<file path="config.mk">
export PLATFORM = sky130hd
export DESIGN_NAME = winner_scanner
export DESIGN_NICKNAME = d
export VERILOG_FILES = /design/src/rtl/winner_scanner.sv
export SDC_FILE = /design/constraint.sdc
export NUM_CORES = 1
export LEC_CHECK = 0
export ABC_AREA = 1
export CORE_ASPECT_RATIO = 0.75
export CORE_UTILIZATION = 35
export CTS_CLUSTER_DIAMETER = 100
export DETAILED_ROUTE_END_ITERATION = 7
export PLACE_DENSITY = 0.61
export SLEW_MARGIN = 20
export SYNTH_ARGS = -nofsm -noshare
export SYNTH_HDL_FRONTEND = slang
export SYNTH_SLANG_ARGS = --single-unit
</file>
<file path="constraint.sdc">
create_clock -name clk -period 4 [get_ports clk]
set_clock_uncertainty 0.2 [all_clocks]
set_input_delay 0.8 -clock clk [delete_from_list [all_inputs] [get_ports clk]]
set_output_delay 0.8 -clock clk [all_outputs]
set_load 0.05 [all_outputs]
</file>
<file path="src/rtl/winner_scanner.sv">
// rtl/winner_scanner.sv - sequential N-candidate vote winner scanner with tie reporting
// Optional per-slot tie mask second pass enabled by defining WINNER_TIE_MASK_EN.
module winner_scanner #(
  parameter int NUM_CAND = 3,
  parameter int CAND_W = 4,
  parameter int VOTE_W = 4,
  localparam int TC_W = $clog2(NUM_CAND + 1)
) (
  input  logic                       clk,
  input  logic                       reset,
  input  logic                       start,
  input  logic [NUM_CAND*CAND_W-1:0] candidate_numbers,
  input  logic [NUM_CAND*VOTE_W-1:0] vote_counts,
  output logic                       busy,
  output logic                       done,
  output logic [CAND_W-1:0]          winner_candidate,
  output logic [VOTE_W-1:0]          winner_vote_count,
  output logic                       tie,
  output logic [TC_W-1:0]            tie_count
`ifdef WINNER_TIE_MASK_EN
  ,
  output logic [NUM_CAND-1:0]        tie_mask
`endif
);

  localparam int IDX_W = (NUM_CAND > 1) ? $clog2(NUM_CAND) : 1;
  localparam logic [IDX_W-1:0] LAST_IDX = IDX_W'(NUM_CAND - 1);

  typedef enum logic [1:0] {
    S_IDLE,
    S_SCAN,
    S_MASK,
    S_FINISH
  } state_t;

`ifdef WINNER_TIE_MASK_EN
  localparam state_t AFTER_SCAN = S_MASK;
`else
  localparam state_t AFTER_SCAN = S_FINISH;
`endif

  state_t state, state_n;

  logic [NUM_CAND*CAND_W-1:0] snap_cand;
  logic [NUM_CAND*VOTE_W-1:0] snap_votes;
  logic [IDX_W-1:0]           idx;
  logic [IDX_W-1:0]           best_idx;
  logic [VOTE_W-1:0]          best_votes;
  logic [TC_W-1:0]            run_cnt;
  logic [VOTE_W-1:0]          cur_votes;
`ifdef WINNER_TIE_MASK_EN
  logic [NUM_CAND-1:0]        mask_acc;
`endif

  assign cur_votes = snap_votes[idx*VOTE_W +: VOTE_W];
  assign busy      = (state != S_IDLE);

  always_ff @(posedge clk) begin
    if (reset) begin
      state <= S_IDLE;
    end else begin
      state <= state_n;
    end
  end

  always_comb begin
    state_n = state;
    case (state)
      S_IDLE: begin
        if (start) begin
          state_n = (NUM_CAND == 1) ? AFTER_SCAN : S_SCAN;
        end
      end
      S_SCAN: begin
        if (idx == LAST_IDX) begin
          state_n = AFTER_SCAN;
        end
      end
`ifdef WINNER_TIE_MASK_EN
      S_MASK: begin
        if (idx == LAST_IDX) begin
          state_n = S_FINISH;
        end
      end
`endif
      S_FINISH: state_n = S_IDLE;
      default:  state_n = S_IDLE;
    endcase
  end

  always_ff @(posedge clk) begin
    if (reset) begin
      snap_cand         <= '0;
      snap_votes        <= '0;
      idx               <= '0;
      best_idx          <= '0;
      best_votes        <= '0;
      run_cnt           <= '0;
      done              <= 1'b0;
      winner_candidate  <= '0;
      winner_vote_count <= '0;
      tie               <= 1'b0;
      tie_count         <= '0;
`ifdef WINNER_TIE_MASK_EN
      mask_acc          <= '0;
      tie_mask          <= '0;
`endif
    end else begin
      done <= 1'b0;
      case (state)
        S_IDLE: begin
          if (start) begin
            snap_cand  <= candidate_numbers;
            snap_votes <= vote_counts;
            best_idx   <= '0;
            best_votes <= vote_counts[VOTE_W-1:0];
            run_cnt    <= TC_W'(1);
            idx        <= (NUM_CAND > 1) ? IDX_W'(1) : '0;
`ifdef WINNER_TIE_MASK_EN
            mask_acc   <= '0;
`endif
          end
        end
        S_SCAN: begin
          // Strict greater-than keeps the lowest slot index among equal maxima.
          if (cur_votes > best_votes) begin
            best_idx   <= idx;
            best_votes <= cur_votes;
            run_cnt    <= TC_W'(1);
          end else if (cur_votes == best_votes) begin
            run_cnt <= run_cnt + TC_W'(1);
          end
          idx <= (idx == LAST_IDX) ? '0 : idx + 1'b1;
        end
`ifdef WINNER_TIE_MASK_EN
        S_MASK: begin
          mask_acc[idx] <= (cur_votes == best_votes);
          idx           <= (idx == LAST_IDX) ? '0 : idx + 1'b1;
        end
`endif
        S_FINISH: begin
          winner_candidate  <= snap_cand[best_idx*CAND_W +: CAND_W];
          winner_vote_count <= best_votes;
          tie_count         <= run_cnt;
          tie               <= (run_cnt > TC_W'(1));
          done              <= 1'b1;
`ifdef WINNER_TIE_MASK_EN
          tie_mask          <= mask_acc;
`endif
        end
        default: ;
      endcase
    end
  end

endmodule

</file>
* Yosys cells after proc, flatten, opt, wreduce, memory -nomap -nowiden
Index checks and enable logic that the tools add are counted.
** Storage, ports and cells
- Register bits after elaboration :: 48
- Input port bits :: 27
** Cells by class
- Add/sub/neg operators :: 2
- Order comparisons :: 2
- Eq/ne operators :: 8
- Shift operators :: 2
- Muxes and demuxes :: 15
- Reductions and logical operators :: 8
** Operator list (count)
- 12-bit by 5-bit indexed part select with 4-bit output :: 2
- 2-bit one-hot mux with 2 select lines :: 4
- 2-bit 2-to-1 mux :: 7
- 4-bit 2-to-1 mux :: 2
- 4-bit one-hot mux with 2 select lines :: 1
- 2-bit != test (second input constant) :: 3
- 2-bit AND reduction :: 3
- 3-bit AND reduction :: 2
- 2-bit by 1-bit adder with 2-bit output (second input constant) :: 2
- 2-bit equality test (second input constant) :: 2
- 4-bit equality test :: 1
- 4-bit greater-than comparator :: 1
- 2-bit nonzero test :: 2
- 3-bit != test (second input constant) :: 1
- 2-bit by 1-bit equality test with 1-bit output (second input constant) :: 1
- 2-bit by 1-bit greater-than comparator with 1-bit output (second input constant) :: 1
- 2-bit logical NOT :: 1
- 1-bit 2-to-1 mux :: 1

* Longest topological paths before layout
- Word-level depth :: 5
- Mapped depth :: 16
- Gate-level depth less buffers :: 14

* Worst setup path before layout
No wires, ideal clock.
- Path type :: reg-to-reg
- Start :: register idx[1]
- End :: register best_idx[0]
- Arrival time :: 1583 ps
- Required time :: 3685 ps
- Slack :: 2102 ps
- Stages on the path, launching flop included :: 14
- Clock period less this slack :: 1898 ps
- Cell sequence :: dfxtp_1 > buf_2 > inv_2 > nand3_1 > nand3_2 > ha_1 > nand2_1 > inv_1 > nand2_1 > nand2_1 > nand3_2 > buf_6 > a21oi_1 > nor2_1
** On the way
- Word-level cells in the longest chain between the ends :: 4
** Ends and longest elaborated chain
- from (decl) :: line 46 : logic [IDX_W-1:0] idx;
- from (signal assigned) :: line 118 : idx <= (NUM_CAND > 1) ? IDX_W'(1) : '0;
- from (signal assigned) :: line 133 : idx <= (idx == LAST_IDX) ? '0 : idx + 1'b1;
- 12-bit by 5-bit indexed part select with 4-bit output :: line 55 : assign cur_votes = snap_votes[idx*VOTE_W +: VOTE_W];
- 4-bit greater-than comparator :: line 126 : if (cur_votes > best_votes) begin
- 2-bit != test (no source line)
- 3-bit AND reduction (no source line)
- to (signal assigned) :: line 127 : best_idx <= idx;
- to (decl) :: line 47 : logic [IDX_W-1:0] best_idx;
No other way between the ends.
A chain may end at the register's enable or synchronous reset.

* Worst setup path in the final report
- Start :: register state[1]
- End :: output busy
** On the way
- Word-level cells in the longest chain between the ends :: 1
** Ends and longest elaborated chain
- from (decl) :: line 42 : state_t state, state_n;
- from (signal assigned) :: line 62 : state <= state_n;
- 2-bit nonzero test :: line 56 : assign busy = (state != S_IDLE);
- to (decl) :: line 14 : output logic busy,
No other way between the ends.

==> summary.md <==
| Metric | Value |
|---|---|
| Routability cong. | `0.790` |
| Syn avg cell area | `7.29 um^2` |
| PD cells | `406 nW/um^2` |
| Clock Latency Late Sink | `0.30 ns` |
| Drt via density | `4.63` |
| Core footprint | `5800 um^2` |
| CP required | `3.00 ns` |
| Worst-Margin Slew | `0.968 ns` |
| Die height | `69.1 um` |
| Die X | `91.4 um` |
| Main area contributors after synthesis | `dfxtp_1, nor2_1, o21ai_0` |
| Maximum VDD drop | `0.000143 V` |
| FMAX | `0.386 GHz` |
| FP Rows | `24` |
| Cells after DPL | `393` |
| Mapped cell area | `2100 um^2` |
| RSZ-0062 raised after global routing | `no` |
| Startpoint Class | `register` |
| Rel. slew slack | `35.4%` |
| Critical path class | `reg2out` |
| Grt total ovfl | `0` |
| Count of cell types in the netlist | `22` |
| Largest net degree at the start of global routing | `40` |
| CTS clk-pin slew, worst paths | `0.09 ns` |
| Post-cts sizing count | `0` |
| WL/cell | `11.4 um` |
| Drt initial violations | `109` |
| Maxcap violations | `0` |
| Setup Fix Bufs, Post-CTS | `0` |
| Number of global-route vias before repair | `1616` |
| Number of remaining DRC errors | `0` |
| Worst setup EP type | `output pin` |
| Synth top area share | `45.8%` |
| Setup_tns | `0 ns` |
| Final Hold Violating Endpoints | `0` |
| DRT Pass-1 Iters | `4` |
| Total Die Area | `6310 um^2` |
| HP Class | `reg2reg` |
| Layout cell share with drive strength beyond 1 | `6.50%` |
| Fillers | `605` |
| Final WL | `4.56 mm` |
| DRT antenna net count | `0` |
| Setup Viol. Count Final | `0` |
| Final min period | `2.59 ns` |
| CTS tree | `yes` |
| Fin crit share | `64.7%` |
| Syn Nets | `320` |
| Num ports | `40` |
| Status | `finished, final reports clean` |
| P_leak | `0.00111 uW` |
| Antenna Cells | `0` |
| Reg area | `961 um^2` |
| Max Buffers Root-to-Sink | `2` |
| Final net count | `354` |
| Starting Density | `36.2%` |
| FF+latch count, synth | `48` |
| Slew Limit Fails | `0` |
| Seq/Total Area, Yosys | `45.8%` |
| Root buf cell | `clkbuf_8` |
| Clock sink count | `48` |
| GRT Util Overall | `15.0%` |
| First-pass GRT wire length | `7.52 mm` |
| Worst EP arrival | `1.59 ns` |
| Initial antenna violation count | `0` |
| Crit Path Max Fanout | `3` |
| Hold-fix buffers, CTS | `0` |
| Synthesis Warnings | `0` |
| Post-DP HPWL | `3.20 mm` |
| CTS HTree Levels | `2` |
| Synth Instances | `288` |
| Layout area overhead | `24.3%` |
| Vias | `1858` |
| Post-Layout Cell Count | `401` |
| Total CTS buffers | `5` |
| Area of the multi-input gates | `946 um^2` |
| Post-synth top area cell | `dfxtp_1` |
| R2r setup slk | `1.76 ns` |
| Port Buf Inserts | `39` |
[cell usage after synthesis]
cell type / count
inv_1: 22
a21oi_1: 22
nand3_1: 21
buf_1: 1
nor2_2: 3
buf_6: 3
o21ai_1: 2
nor4_1: 1
o21ai_0: 37
buf_2: 3
nand2_2: 1
dfxtp_1: 48
a31oi_1: 4
clkinv_1: 1
nor2_1: 59
nand3_2: 4
buf_4: 3
ha_1: 5
inv_2: 3
nand2_1: 39
a2bb2oi_1: 1
clkbuf_1: 5
[critical path: stages, from the launching register on]
cell	delay, ns
dfxtp_1	0.39
nor2_2	0.06
inv_1	0.05
clkdlybuf4s50_1	0.79
[sequential cells by signal, indices dropped and copies added (netlist names), 4 cells and up]
register and cells:
snap_votes 12, winner_candidate 4, snap_cand 12, winner_vote_count 4, best_votes 4
[report_power, final]
part | internal, uW | switching, uW
logic | 89.5 | 129
registers | 514 | 25.8
clock network | 141 | 161
total | 744 | 316
[placed cells by master, fill, tap and decap left out]
cell type	n
a21oi_1	22
a2bb2oi_1	1
a31oi_1	4
buf_4	3
clkbuf_1	1
clkbuf_8	6
clkdlybuf4s50_1	39
clkinv_1	1
clkinvlp_4	1
dfxtp_1	48
ha_1	5
inv_1	22
inv_2	3
nand2_1	39
nand2_2	1
nand3_1	21
nand3_2	4
nor2_1	59
nor2_2	3
nor4_1	1
o21ai_0	37
o21ai_1	2
[per-stage QoR]
step / power, uW / setup WS [ns] / utilization (%) / instance area (um^2) / hold slack, ns
6_report: 1060 / 1.41 / 45.0 / 2610 / 0.265
5_1_grt: 1130 / 1.36 / 45.0 / 2610 / 0.302
4_1_cts: 1070 / 1.41 / 45.0 / 2610 / 0.271
3_5_place_dp: 771 / 1.18 / 43.4 / 2510 / 0.257
3_3_place_gp: 767 / 1.27 / 43.4 / 2510 / 0.251
2_1_floorplan: 710 / 2.10 / - / 2100 / 0.230
[routing by layer]
metal  GRT usage, %  wire length (um)  share of wire [%]  vias up
met5              0                 0                  0        -
met4           5.29                51                1.1        0
met3           3.20               238                5.2        5
met2           21.3              1840                 40       39
met1           22.1              2430                 53      811
li1               -                 -                  -     1003
[cells by family after synthesis]
family	after synthesis	share of synthesized area (%)
adder cells (fa/ha/maj)	5	2.98
flip-flops	48	45.8
AND/OR/NAND/NOR	128	25.9
buffers and inverters	41	9.12
AO/OA/AOI/OAI	66	16.2
[final timing paths]
| kind | startpoint | to | depth (start not counted) |
|---|---|---|---|
| setup / recovery | state[1]$_SDFFE_PP0P_ | busy | 3 |
| hold / removal | snap_cand[4]$_SDFFE_PP0P_ | snap_cand[4]$_SDFFE_PP0P_ | 2 |
| setup reg to reg | idx[1]$_SDFFE_PP0P_ | best_votes[0]$_SDFFE_PP0P_ | 11 |
| hold reg to reg | snap_cand[4]$_SDFFE_PP0P_ | snap_cand[4]$_SDFFE_PP0P_ | 2 |
[cell type report]
class / count / area share (%)
clock buffer: 7 / 3.31
multi-input combinational: 199 / 36.3
tap: 78 / 3.74
timing repair buffer: 42 / 15.8
sequential: 48 / 36.8
clock inverter: 1 / 0.288
inverter: 26 / 3.74
Power figures use the tool's default switching activity.
